$ cat src/rtl/mem_port_arbiter.sv
// mem_port_arbiter: two-channel arbiter onto a single shared memory port.
// A granted request is latched in IDLE, presented on mem_* during BUSY until
// mem_ack or timeout, and completed with a one-cycle M_DataRdy pulse in RESP.
// Optional feature macro: ARB_ROUND_ROBIN_EN (round-robin on simultaneous
// requests); when undefined, channel 0 has fixed priority.
// Ports:
//   clock, reset        - clock, synchronous active-high reset
//   M_oe_ram, M_we_ram  - per-channel read/write requests
//   M_addr_ram, M_Wdata_ram, M_data_ram_size - per-channel request payload
//   M_Rdata_ram, M_DataRdy - per-channel read data and completion pulse
//   mem_oe, mem_we, mem_addr, mem_wdata, mem_size - shared port request
//   mem_rdata, mem_ack  - shared port response
//   err                 - sticky error (illegal oe+we request or timeout)
module mem_port_arbiter #(
  parameter int unsigned ADDR_W  = 7,
  parameter int unsigned DATA_W  = 8,
  parameter int unsigned TIMEOUT = 255
) (
  input  logic                clock,
  input  logic                reset,
  input  logic [1:0]          M_oe_ram,
  input  logic [1:0]          M_we_ram,
  input  logic [2*ADDR_W-1:0] M_addr_ram,
  input  logic [2*DATA_W-1:0] M_Wdata_ram,
  input  logic [7:0]          M_data_ram_size,
  output logic [2*DATA_W-1:0] M_Rdata_ram,
  output logic [1:0]          M_DataRdy,
  output logic                mem_oe,
  output logic                mem_we,
  output logic [ADDR_W-1:0]   mem_addr,
  output logic [DATA_W-1:0]   mem_wdata,
  output logic [3:0]          mem_size,
  input  logic [DATA_W-1:0]   mem_rdata,
  input  logic                mem_ack,
  output logic                err
);

  localparam int unsigned CNT_W = 8;

  localparam logic [1:0] S_IDLE = 2'd0;
  localparam logic [1:0] S_BUSY = 2'd1;
  localparam logic [1:0] S_RESP = 2'd2;

  logic [1:0]        state_q;
  logic [1:0]        state_d;
  logic [CNT_W-1:0]  cnt_q;
  logic              gnt_q;
  logic [DATA_W-1:0] rdata_q [2];

`ifdef ARB_ROUND_ROBIN_EN
  logic              last_grant_q;
`endif

  logic [1:0]        req_valid_c;
  logic              conflict_c;
  logic              grant_c;
  logic              timeout_c;
  logic              done_c;

  // A channel is a legal requester only with exactly one of oe/we set
  assign req_valid_c = (M_oe_ram | M_we_ram) & ~(M_oe_ram & M_we_ram);
  assign conflict_c  = |(M_oe_ram & M_we_ram);

  // Grant selection among legal requesters
  always_comb begin
    grant_c = 1'b0;
    if (req_valid_c == 2'b11) begin
`ifdef ARB_ROUND_ROBIN_EN
      grant_c = ~last_grant_q;
`else
      grant_c = 1'b0;
`endif
    end else if (req_valid_c[1]) begin
      grant_c = 1'b1;
    end
  end

  // Timeout fires on the TIMEOUT-th BUSY cycle; an ack in that cycle wins
  assign timeout_c = (state_q == S_BUSY) && !mem_ack &&
                     (cnt_q == CNT_W'(TIMEOUT - 1));
  assign done_c    = (state_q == S_BUSY) && (mem_ack || timeout_c);

  // Next-state logic
  always_comb begin
    state_d = state_q;
    case (state_q)
      S_IDLE:  if (|req_valid_c) state_d = S_BUSY;
      S_BUSY:  if (done_c)       state_d = S_RESP;
      S_RESP:  state_d = S_IDLE;
      default: state_d = S_IDLE;
    endcase
  end

  // State register
  always_ff @(posedge clock) begin
    if (reset) state_q <= S_IDLE;
    else       state_q <= state_d;
  end

  // Request latch, shared-port strobes, completion and error tracking
  always_ff @(posedge clock) begin
    if (reset) begin
      cnt_q      <= '0;
      gnt_q      <= 1'b0;
      rdata_q[0] <= '0;
      rdata_q[1] <= '0;
      M_DataRdy  <= 2'b00;
      mem_oe     <= 1'b0;
      mem_we     <= 1'b0;
      mem_addr   <= '0;
      mem_wdata  <= '0;
      mem_size   <= '0;
      err        <= 1'b0;
`ifdef ARB_ROUND_ROBIN_EN
      last_grant_q <= 1'b1;
`endif
    end else begin
      case (state_q)
        S_IDLE: begin
          M_DataRdy <= 2'b00;
          if (conflict_c) err <= 1'b1;
          if (|req_valid_c) begin
            gnt_q     <= grant_c;
            cnt_q     <= '0;
            mem_oe    <= M_oe_ram[grant_c];
            mem_we    <= M_we_ram[grant_c];
            mem_addr  <= grant_c ? M_addr_ram[2*ADDR_W-1:ADDR_W]
                                 : M_addr_ram[ADDR_W-1:0];
            mem_wdata <= grant_c ? M_Wdata_ram[2*DATA_W-1:DATA_W]
                                 : M_Wdata_ram[DATA_W-1:0];
            mem_size  <= grant_c ? M_data_ram_size[7:4]
                                 : M_data_ram_size[3:0];
          end
        end
        S_BUSY: begin
          if (done_c) begin
            // Writes and timeouts both return zero data
            rdata_q[gnt_q] <= (mem_ack && mem_oe) ? mem_rdata : '0;
            if (timeout_c) err <= 1'b1;
            mem_oe    <= 1'b0;
            mem_we    <= 1'b0;
            M_DataRdy <= gnt_q ? 2'b10 : 2'b01;
          end else begin
            cnt_q <= cnt_q + CNT_W'(1);
          end
        end
        S_RESP: begin
          M_DataRdy <= 2'b00;
`ifdef ARB_ROUND_ROBIN_EN
          last_grant_q <= gnt_q;
`endif
        end
        default: begin
          M_DataRdy <= 2'b00;
          mem_oe    <= 1'b0;
          mem_we    <= 1'b0;
        end
      endcase
    end
  end

  assign M_Rdata_ram = {rdata_q[1], rdata_q[0]};

endmodule
$ cat config.mk
export PLATFORM = sky130hd
export DESIGN_NAME = mem_port_arbiter
export DESIGN_NICKNAME = d
export VERILOG_FILES = /design/src/rtl/mem_port_arbiter.sv
export SDC_FILE = /design/constraint.sdc
export NUM_CORES = 1
export LEC_CHECK = 0
export BUFFER_PORTS_ARGS = -buffer_cell sky130_fd_sc_hd__buf_2
export CORE_ASPECT_RATIO = 0.9
export CORE_MARGIN = 8
export CORE_UTILIZATION = 51
export DETAILED_ROUTE_END_ITERATION = 7
export GPL_TIMING_DRIVEN = 0
export HOLD_SLACK_MARGIN = 0.15
export PLACE_DENSITY_LB_ADDON = 0.08
export SLEW_MARGIN = 20
export SYNTH_ARGS = -nofsm -noshare
export SYNTH_HDL_FRONTEND = slang
export SYNTH_SLANG_ARGS = --single-unit
$ cat constraint.sdc
create_clock -name clock -period 3.3 [get_ports clock]
set_clock_uncertainty 0.2 [all_clocks]
set_input_delay 0.66 -clock clock [delete_from_list [all_inputs] [get_ports clock]]
set_output_delay 0.66 -clock clock [all_outputs]
set_load 0.01 [all_outputs]
==> flow_metrics.py <==
metrics = {
    "yosys": {
        "ys_warn_count": 0,
        "synth_top_family_by_area": "simple AND/OR/NAND/NOR gates",
        "synth_nets": 278,
        "synth-xor-area-share_pct": 0,
        "yosysTopAreaCell": "dfxtp_1",
        "muxShareOfSynthArea_pct": 9.64,
        "synth-edff-count": 16,
        "syn_inst": 221,
        "synth-simple-area-share_pct": 19.1,
        "synth_top_cell_area_share_pct": 30.7,
        "synth_compound_gate_area_share_pct": 14.4,
        "avgSynthCellArea_um2": 10.3,
        "synthFlopType": "dfxtp_1",
        "synth_adder_area_share_pct": 2.19,
        "netlist_top_cells_area": "dfxtp_1, edfxtp_1, mux2i_1",
        "synth_cell_types": 38,
        "synth-async-reset-ratio_pct": 0,
        "ys_seq_area_share_pct": 51.7,
        "synth-seq-cells": 51,
        "syn_area_mm2": 0.00228,
    },
    "clock_network": {
        "cts.sink_count": 51,
        "cts_max_level": 2,
        "postCtsHoldBufs": 0,
        "cts_tree": "done",
        "cts_resized": 0,
        "postCtsSetupRepairBufs": 0,
        "insertion_delay_ns": 0.30,
        "cts.reportedPaths.clkPinSlew_ns": 0.09,
        "clockBufferDepth": 2,
        "cts_buffers": 5,
        "cts_root_buffer": "clkbuf_8",
    },
    "layout": {
        "final_cells": 383,
        "drive_gt1_share_pct": 34.0,
        "fillers": 380,
        "nets": 377,
        "antenna_cells": 0,
        "syn2layout_area_growth_pct": 29.5,
    },
    "timing": {
        "fmax_mhz": 444,
        "whs_ns": 0.274,
        "tightest_slew_ns": 0.842,
        "setup_viol": 0,
        "finalHoldViolCount": 0,
        "rsz0062_at_grt": "false",
        "min_period_over_period_pct": 68.2,
        "drv_slew": 0,
        "period_minus_slack_ns": 2.25,
        "setup_ws_ns": 1.05,
        "tns_ns": 0,
        "relSlewSlack_pct": 43.5,
    },
    "run_status": {
        "status": "finished, final reports clean",
    },
    "global_route": {
        "grt_usage_pct": 15.6,
        "grt_first_pass_wirelength_um": 8690,
        "grt_pass1_vias": 1870,
        "grt_overflow": 0,
        "antenna_found_initial": 0,
        "grt_max_degree": 17,
    },
    "power_and_ir_drop": {
        "leakage_nw": 1.30,
        "power.density_mw_per_mm2": 520,
        "vdd_drop_max_mv": 0.334,
    },
    "route": {
        "antenna_left": 0,
        "first_iter_violations": 55,
        "routed_wl_um": 5540,
        "first_pass_iters": 4,
        "drc": 0,
        "num_vias": 1937,
        "vias_per_cell": 5.06,
        "wl_per_cell_um": 14.5,
    },
    "setup_path": {
        "critPathLaunch": "reset",
        "r2r-start": "cnt_q[0]",
        "reg2regPathDepth": 6,
        "critPathMaxStageDelay_ns": 0.42,
        "criticalPathCategory": "input pin to register",
        "cp_num_cells": 4,
        "cp_common_cell": "clkbuf_1",
        "crit_chain": "buf_2 > clkbuf_1 > clkbuf_1 > o21bai_1",
        "crit_path_start_kind": "input pin",
        "cp.required_ns": 3.05,
        "cp_num_buf_inv": 3,
        "critPathMaxFanout": 10,
        "crit_family": "buffers and inverters",
        "worst_setup_path_end_kind": "register",
        "cp_slowest_cell": "clkbuf_1",
        "cp_data_arrival_time_ns": 2.00,
    },
    "placed_design": {
        "dpl.hpwl_um": 4190,
        "placed_cells_incl_taps": 375,
        "routabilityCongestion": 0.846,
        "place_ws_ns": 0.707,
        "io_buffer_count": 92,
    },
    "die": {
        "num_io_pins": 93,
        "die_width_um": 86.6,
        "core-area_mm2": 0.00437,
        "die_h_um": 79.5,
        "dieArea_mm2": 0.00688,
        "rows": 23,
        "start_util_pct": 52.2,
    },
    "min_path": {
        "hold_class": "register to register",
        "hold_path_depth": 2,
        "worstHoldStart": "err",
    },
    "flow_run": {
        "maxCapViolCount": 0,
    },
}
[layout by cell type (no fill, tap or decap), drive strengths merged, types with 2 or more instances in the layout]
cell type / instances
a211oi: 20
edfxtp: 16
nor2: 26
a21oi: 9
or3: 2
nand2: 6
nor2b: 2
and2: 16
o32ai: 2
ha: 4
nand3: 11
o211ai: 2
dfxtp: 35
or4: 2
nor3: 4
mux2i: 22
and3: 2
inv: 2
nand2b: 3
nor3b: 2
a31oi: 4
o21ai: 5
bufinv: 2
clkbuf: 11
buf: 99
a311oi: 2
[logic make-up after synthesis]
logic type | after synthesis
AOI/OAI and AO/OA | 48
and+or+nand+nor | 81
adders and majority gates | 4
muxes | 22
buffers and inverters | 15
DFF | 51
[registers in the layout (all words and copies together), names as in the netlist]
register / count
M_DataRdy: 2
cnt_q: 8
err: 1
gnt_q: 1
mem_addr: 7
mem_oe: 1
mem_size: 4
mem_wdata: 8
mem_we: 1
rdata_q: 16
state_q: 2
[Yosys cell counts (3+ instances only)]
| library cell | instances |
|---|---|
| ha_1 | 4 |
| and2_1 | 16 |
| buf_2 | 4 |
| dfxtp_1 | 35 |
| a211oi_1 | 20 |
| clkbuf_1 | 6 |
| a31oi_1 | 4 |
| nand3_1 | 11 |
| edfxtp_1 | 16 |
| nor2_1 | 26 |
| nor3_1 | 3 |
| a21oi_1 | 9 |
| nand2_1 | 6 |
| o21ai_0 | 3 |
| mux2i_1 | 22 |
| nand2b_1 | 3 |
[tightest hold or removal path, delay by kind of cell (launching register included)]
family	cells	cell delay, ns
DFF	1	0.32
AOI/OAI and AO/OA	1	0.06
buffers and inverters	1	0.04
[cell type report]
type / count / area, um^2 / share of cell area, %
Sequential cell: 51 / 1180 / 39.9
Clock inverter: 3 / 67.6 / 2.28
Buffer: 13 / 61.3 / 2.07
Clock buffer: 5 / 68.8 / 2.33
Inverter: 2 / 7.51 / 0.254
Tap cell: 62 / 77.6 / 2.62
Multi-Input combinational cell: 155 / 1030 / 35.0
Timing Repair Buffer: 92 / 460 / 15.6
[power by group]
part / internal, mW / total [mW] / switching [mW] / leakage, nW
Combinational: 0.129 / 0.303 / 0.174 / 0.779
Sequential: 0.702 / 0.729 / 0.0274 / 0.455
Clock: 0.302 / 0.507 / 0.205 / 0.0644
[final timing paths]
check	to	slack, ns
max	rdata_q[0][2]	1.05
min	err	0.27
max reg2reg	rdata_q[0][2]	1.15
min reg2reg	err	0.27
[through the flow]
step,util [%],instance area [um^2],power [mW]
after floorplan,-,2280,0.924
after global placement,64.5,2820,1.04
after detailed placement,64.5,2820,1.05
after CTS,67.6,2960,1.55
after global routing,67.6,2960,1.62
final,67.6,2960,1.54
[metal layers]
metal | global-route usage, % | vias up | routed length [um]
li1 | - | 1012 | -
met1 | 18.3 | 866 | 2360
met2 | 26.5 | 53 | 2700
met3 | 5.56 | 6 | 440
met4 | 4.30 | 0 | 44
met5 | 0 | - | 0
No activity file was read; power rests on OpenSTA's default activity.
